$ cat src/rtl/serial_adder_if.sv
// Operand/result handshake bundle for the bit-serial adder.
// The producer of operands and consumer of results uses the master modport.
interface serial_adder_if #(
  parameter int W = 8
);
  logic         in_valid;
  logic         in_ready;
  logic [W-1:0] a;
  logic [W-1:0] b;
  logic         cin;
  logic         out_valid;
  logic         out_ready;
  logic [W-1:0] sum;
  logic         cout;

  modport master (
    output in_valid,
    output a,
    output b,
    output cin,
    output out_ready,
    input  in_ready,
    input  out_valid,
    input  sum,
    input  cout
  );

  modport slave (
    input  in_valid,
    input  a,
    input  b,
    input  cin,
    input  out_ready,
    output in_ready,
    output out_valid,
    output sum,
    output cout
  );
endinterface

$ cat src/rtl/serial_adder.sv
// Bit-serial W-bit adder: two half-add cells plus a carry flop, one bit per clock, LSB first.
// Operands are captured on accept; sum/cout update only when the last bit has been produced.
module serial_adder #(
  parameter int W = 8
) (
  input  logic          clk,
  input  logic          rst,
  serial_adder_if.slave bus
);

  localparam int CNT_W = $clog2(W) + 1;
  localparam logic [CNT_W-1:0] LAST_CNT = CNT_W'(W - 1);

  typedef enum logic [1:0] {
    IDLE = 2'd0,
    RUN  = 2'd1,
    DONE = 2'd2
  } state_t;

  state_t           state_q, state_d;
  logic [W-1:0]     a_sr_q, a_sr_d;
  logic [W-1:0]     b_sr_q, b_sr_d;
  logic [W-1:0]     res_q, res_d;
  logic [W-1:0]     sum_q, sum_d;
  logic             carry_q, carry_d;
  logic             cout_q, cout_d;
  logic [CNT_W-1:0] cnt_q, cnt_d;

  logic             s0, c0;
  logic             bit_s, c1;
  logic             carry_nx;
  logic [W-1:0]     res_shift;

  // Half-add cell: returns {carry, sum}.
  function automatic logic [1:0] ha(input logic x, input logic y);
    return {x & y, x ^ y};
  endfunction

  assign {c0, s0}    = ha(a_sr_q[0], b_sr_q[0]);
  assign {c1, bit_s} = ha(s0, carry_q);
  assign carry_nx    = c0 | c1;

  // New bit enters at the MSB so that after W shifts the LSB lands at bit 0.
  assign res_shift = (res_q >> 1) | (W'(bit_s) << (W - 1));

  always_comb begin
    state_d = state_q;
    a_sr_d  = a_sr_q;
    b_sr_d  = b_sr_q;
    res_d   = res_q;
    sum_d   = sum_q;
    carry_d = carry_q;
    cout_d  = cout_q;
    cnt_d   = cnt_q;

    unique case (state_q)
      IDLE: begin
        if (bus.in_valid) begin
          a_sr_d  = bus.a;
          b_sr_d  = bus.b;
          carry_d = bus.cin;
          res_d   = '0;
          cnt_d   = '0;
          state_d = RUN;
        end
      end

      RUN: begin
        a_sr_d  = a_sr_q >> 1;
        b_sr_d  = b_sr_q >> 1;
        res_d   = res_shift;
        carry_d = carry_nx;
        cnt_d   = cnt_q + CNT_W'(1);
        if (cnt_q == LAST_CNT) begin
          sum_d   = res_shift;
          cout_d  = carry_nx;
          state_d = DONE;
        end
      end

      DONE: begin
        if (bus.out_ready) begin
          state_d = IDLE;
        end
      end

      default: begin
        state_d = IDLE;
      end
    endcase
  end

  always_ff @(posedge clk or posedge rst) begin
    if (rst) begin
      state_q <= IDLE;
      a_sr_q  <= '0;
      b_sr_q  <= '0;
      res_q   <= '0;
      sum_q   <= '0;
      carry_q <= 1'b0;
      cout_q  <= 1'b0;
      cnt_q   <= '0;
    end else begin
      state_q <= state_d;
      a_sr_q  <= a_sr_d;
      b_sr_q  <= b_sr_d;
      res_q   <= res_d;
      sum_q   <= sum_d;
      carry_q <= carry_d;
      cout_q  <= cout_d;
      cnt_q   <= cnt_d;
    end
  end

  // in_ready is gated by rst directly so it drops the moment reset is asserted.
  assign bus.in_ready  = (state_q == IDLE) && !rst;
  assign bus.out_valid = (state_q == DONE);
  assign bus.sum       = sum_q;
  assign bus.cout      = cout_q;

endmodule

$ cat src/flat_wrapper.sv
// flat-port wrapper written by rule: the top's interface ports become plain ports
module serial_adder_flat 
#(
  parameter int W = 8
)
  (clk, rst, bus_in_valid, bus_a, bus_b, bus_cin, bus_out_ready, bus_in_ready, bus_out_valid, bus_sum, bus_cout);
  serial_adder_if #(.W(W)) bus_i ();
  input  logic clk;
  input  logic rst;
  input wire logic [$bits(bus_i.in_valid)-1:0] bus_in_valid;
  input wire logic [$bits(bus_i.a)-1:0] bus_a;
  input wire logic [$bits(bus_i.b)-1:0] bus_b;
  input wire logic [$bits(bus_i.cin)-1:0] bus_cin;
  input wire logic [$bits(bus_i.out_ready)-1:0] bus_out_ready;
  output wire logic [$bits(bus_i.in_ready)-1:0] bus_in_ready;
  output wire logic [$bits(bus_i.out_valid)-1:0] bus_out_valid;
  output wire logic [$bits(bus_i.sum)-1:0] bus_sum;
  output wire logic [$bits(bus_i.cout)-1:0] bus_cout;
  assign bus_i.in_valid = bus_in_valid;
  assign bus_i.a = bus_a;
  assign bus_i.b = bus_b;
  assign bus_i.cin = bus_cin;
  assign bus_i.out_ready = bus_out_ready;
  assign bus_in_ready = bus_i.in_ready;
  assign bus_out_valid = bus_i.out_valid;
  assign bus_sum = bus_i.sum;
  assign bus_cout = bus_i.cout;
  serial_adder #(.W(W)) u_core (.clk(clk), .rst(rst), .bus(bus_i));
endmodule
$ cat config.mk
export PLATFORM = sky130hd
export DESIGN_NAME = serial_adder_flat
export DESIGN_NICKNAME = d
export VERILOG_FILES = /design/src/rtl/serial_adder_if.sv /design/src/rtl/serial_adder.sv /design/src/flat_wrapper.sv
export SDC_FILE = /design/constraint.sdc
export NUM_CORES = 1
export LEC_CHECK = 0
export CAP_MARGIN = 20
export CORE_MARGIN = 2
export CORE_UTILIZATION = 42
export DETAILED_ROUTE_END_ITERATION = 6
export PLACE_DENSITY = 0.67
export SYNTH_ARGS = -nofsm -noshare
export SYNTH_HDL_FRONTEND = slang
export SYNTH_SLANG_ARGS = --single-unit
export TNS_END_PERCENT = 20
$ cat constraint.sdc
create_clock -name clk -period 4.5 [get_ports clk]
set_clock_uncertainty 0.05 [all_clocks]
set_input_delay 0.45 -clock clk [delete_from_list [all_inputs] [get_ports clk]]
set_output_delay 0.45 -clock clk [all_outputs]
set_load 0.01 [all_outputs]
---- Word-level counts from Yosys, hierarchy flattened ----
Cells that the tools add are included.
word-level totals
  bits in latches ......................... 0
  input port bits ......................... 21
  word-level logic and storage cells ...... 42
  output and inout port bits .............. 11
  bits in writable memories ............... 0
  bits in registers ....................... 40
  ROM bits ................................ 0
  memories kept ........................... 0
operators by class
  shift operators ......................... 0
  mux-type cells .......................... 14
  add/subtract/negate cells ............... 1
  reduce and logical (&&, ||, !) cells .... 7
  div/mod/pow operators ................... 0
  bitwise logic cells ..................... 6
  $lt $le $gt $ge ......................... 0
  equality and inequality tests ........... 6
  multiply operators ...................... 0
operators by type and width
  operator             number
  $pmux 8 s2           3
  $mux 8               3
  $or 7x8->8           1
  $pmux 4 s2           1
  $mux 2               3
  $pmux 2 s3           1
  $add 4x1->4 const B  1
  $eq 4x3->1 const B   1
  $mux 4               1
  $ne 2x2->1 const B   2
  $reduce_and 2->1     2
  $reduce_and 3->1     1
  $and 1x1->1          2
  $eq 2x1->1 const B   1
  $eq 2x2->1 const B   1
  $logic_not 2->1      1
  $ne 2x1->1 const B   1
  $pmux 1 s2           1
  $reduce_bool 2->1    1
  $xor 1x1->1          2
  $logic_and 1x1->1    1
  $logic_not 1->1      1
  $mux 1               1
  $or 1x1->1           1

---- Logic depth before layout (Yosys ltp) ----
  word-level depth ........................ 4
  depth in mapped cells ................... 5

---- Worst setup path after synthesis ----
Ideal clock, no wire load.
  path kind ............................... reg2out
  from .................................... register u_core.state_q[1]
  to ...................................... output bus_in_ready
  data required time ...................... 4000 ps
  cell stages (with the launch flop) ...... 4
  arrival ................................. 1040 ps
  buffers on the path ..................... 2
  slack ................................... 2960 ps
  cell sequence ........................... dfrtp_1 buf_2 buf_2 nor3_1
between the ends
  longest elaborated chain between the ends .. 2
RTL lines
  element                 RTL line             source
  start, declared         serial_adder.sv:20   state_t state_q, state_d;
  start signal, assigned  serial_adder.sv:104  state_q <= state_d;
  $logic_not 2->1         serial_adder.sv:116  assign bus.in_ready = (state_q == IDLE) && !rst;
  $logic_and 1x1->1       serial_adder.sv:116
  end, declared           flat_wrapper.sv:15   output wire logic [$bits(bus_i.in_ready)-1:0] bus_in_ready;
Every way passes these cells.

---- Final worst setup path ----
  from .................................... register u_core.state_q[0]
  to ...................................... register u_core.sum_q[4] (netlist: u_core.bus.sum[4])
between the ends
  longest elaborated chain between the ends .. 2
RTL lines
  element                            RTL line             source
  $eq 2x1->1                         serial_adder.sv:56   unique case (state_q)
  $reduce_and 2->1 (no source line)  n/a
  end signal, assigned               serial_adder.sv:108  sum_q <= sum_d;
  end, declared                      serial_adder.sv:24   logic [W-1:0] sum_q, sum_d;
Every way passes these cells.
A chain may end at the register's enable or synchronous reset.

==> flow_summary.ini <==
[pwr]
ir_drop_v = 0.000242
p_comb_frac = 0.302
p_per_area_nw_per_um2 = 616
p_leak_nw = 0.982
power_w = 0.00135
p_sw_w = 0.000406
switching_share = 0.300
clock_power_share = 0.252
p_int_w = 0.000948
power_frac_seq = 0.446

[clocking]
cts_made_buffers = 5
htreeDepth = 2
cts.repair.resized = 0
cts_tree = done
cts.sinks = 39
cts_hold_buf = 0
clkTransAtPathRegs_ns = 0.07
clock_path_buffers = 2
cts_root_buf = clkbuf_8
post_cts_buffers = 0
insertion_delay_ns = 0.29

[detailed_routing]
viasPerCell = 5.28
drt_wl_total_mm = 3.22
dr.pass1.iters = 5
first_iter_violations = 58
avgRoutedWirePerCell_um = 14.1
vias = 1204
drc = 0
ant_nets = 0

[setup_path]
cp.arrival_ns = 3.20
cp_slowest_stage_delay_ns = 0.96
reg2reg_depth = 3
cp.required_ns = 4.62
worst_setup_path_end_kind = flip-flop
cp_slowest_cell = dfrtp_1
path_max_fanout = 30
path_class = reg -> reg
cp_cell_sequence = nor2b_1 -> nor3b_2 -> mux2_4
startpoint_type = flip-flop

[global_route]
track_usage = 0.166
grt_pass1_wl_mm = 5.71
antenna_found_initial = 0
first_global_vias = 1159
grt_max_degree = 40
grt_overflow = 0

[synth]
synth.mux.area_fraction = 0.0903
synth.top_cells.by_count = dfrtp_1 (39), nand2_1 (17), o21ai_1 (17)
yosysSeqAreaShare = 0.559
syn_inst = 149
synth_ff_type = dfrtp_1
ys_ff_latch = 39
yosysWarnings = 0
synth_area_um2 = 1750
ys_types = 26
synthXorXnorAreaFrac = 0
synth-compound-area-share = 0.182
synth_edf_count = 0
synth_fa_ha_area_frac = 0.0186
synth-simple-area-share = 0.107
synth_top_area_share = 0.559
syn_nets = 172
synthArstFlopShare = 1.00
synth_top_cell_by_area = dfrtp_1
synth_top_cells_by_area = dfrtp_1 (56%), mux2_4 (7.7%), o21ai_1 (4.9%)
synth.avg_cell_area_um2 = 11.7
synth_most_common_cell = dfrtp_1
synth_top_family_by_area = compound AO/OA/AOI/OAI gates

[placement]
place_inst = 220
hpwl_mm = 2.12
place_ws_ns = 1.43
gp_congestion = 0.712
place.port_buffers = 31

[floorplanning]
std_cell_rows = 23
start_util = 0.437
die_area_um2 = 4690
pin_count = 32
coreArea_um2 = 4000
dieWidth_um = 68.5
dieHeight_um = 68.5

[finish]
nets = 200
area_growth_pct = 25.7
fin_cells = 228
antenna_cells = 0
drive_above_1_share = 0.118

[timing]
fin_tns_setup_ns = 0
finalSetupViolCount = 0
hold_viol = 0
whs_ns = 0.442
rsz0062_at_grt = false
tightest_slew_ns = 1.04
min_period_over_period = 0.685
drv_slew = 0
max_freq_ghz = 0.324
min_period_ns = 3.08
slew-limit-headroom = 0.307
setup_ws_ns = 1.42

[min_path]
hp-class = reg -> reg
whs_path_depth = 2

[status]
outcome = finished, final reports clean

[run]
maxCapViolations = 0
==> final cells by class <==
type,instances,area (um^2)
fillers,325,1800
clock buffers,6,72.6
flip-flops and latches,39,976
multi-input cells,96,696
inverters,3,11.3
well taps,50,62.6
clock inverters,2,60.1
repair buffers,32,318
==> critical path, delay by kind of cell, from the launching register on <==
kind,cells,cell delay [ns]
multiplexers,1,0.35
AND/OR/NAND/NOR,2,1.59
flip-flops,1,0.96
==> layout by cell type (no fill, tap or decap) <==
cell type / Yosys / layout
clkdlybuf4s50_1: 0 / 31
nand4_1: 1 / 1
a22o_1: 9 / 9
a21o_1: 1 / 1
ha_1: 1 / 1
and3b_1: 5 / 5
mux2_4: 9 / 9
a21oi_1: 9 / 9
nand2_1: 17 / 17
clkbuf_8: 0 / 5
buf_4: 1 / 1
nand3_1: 1 / 1
mux2_2: 1 / 1
nor3b_2: 1 / 1
a22oi_1: 10 / 10
o21ai_1: 17 / 17
fa_1: 1 / 1
nor2b_1: 6 / 6
nor3_1: 1 / 1
nand2_2: 1 / 1
clkbuf_1: 0 / 1
a211oi_1: 1 / 1
mux2_1: 1 / 1
bufinv_16: 0 / 2
nor2_1: 2 / 2
dfrtp_1: 39 / 39
inv_1: 3 / 3
o21bai_4: 1 / 1
==> sequential cells by signal, summed over array words and instances (netlist names) <==
register and flops:
u_core.cnt_q 4, u_core.b_sr_q 8, u_core.carry_q 1, u_core.state_q 2, u_core.a_sr_q 8, u_core.res_q 7
u_core.bus.sum 8, u_core.bus.cout 1
==> routing by layer <==
metal  global-route usage  share of wire  routed length, um  vias to the layer above
met2                0.244           0.45               1450                       33
met5                    0              0                  0                        -
met1                0.233           0.49               1590                      581
li1                     -              -                  -                      586
met3               0.0503          0.048                153                        4
met4               0.0525         0.0059                 19                        0
==> power by group through the flow <==
stage / combinational, W / clock, W / sequential [W]
detailed placement: 0.000415 / 0 / 0.000609
floorplan: 0.000314 / 0 / 0.000570
global route: 0.000456 / 0.000368 / 0.000623
finish: 0.000409 / 0.000342 / 0.000603
CTS: 0.000415 / 0.000348 / 0.000603
global placement: 0.000400 / 0 / 0.000600
==> cell families (layout without fill, tap and decap cells) <==
kind of cell	Yosys count	in the layout
buf+inv	14	43
flops	39	39
fa+ha+maj	2	2
simple gates	35	35
mux	11	11
compound gates	48	48
==> worst paths after layout <==
check / slack [ns] / from / end
setup / recovery: 1.42 / u_core.state_q[0]$_DFFE_PP0P_ / u_core.bus.sum[4]$_DFFE_PP0P_
hold / removal: 0.44 / u_core.b_sr_q[1]$_DFFE_PP0P_ / u_core.b_sr_q[1]$_DFFE_PP0P_
setup reg to reg: 1.42 / u_core.state_q[0]$_DFFE_PP0P_ / u_core.bus.sum[4]$_DFFE_PP0P_
hold reg to reg: 0.44 / u_core.b_sr_q[1]$_DFFE_PP0P_ / u_core.b_sr_q[1]$_DFFE_PP0P_
max in group asynchronous: 3.51 / rst / u_core.bus.sum[4]$_DFFE_PP0P_
min in group asynchronous: 0.55 / rst / u_core.a_sr_q[5]$_DFFE_PP0P_
==> through the flow <==
step / util / cell area [um^2]
2_1_floorplan: - / 1750
3_3_place_gp: 0.516 / 2060
3_5_place_dp: 0.516 / 2060
4_1_cts: 0.549 / 2200
5_1_grt: 0.549 / 2200
6_report: 0.549 / 2200
Power figures use the tool's default switching activity.
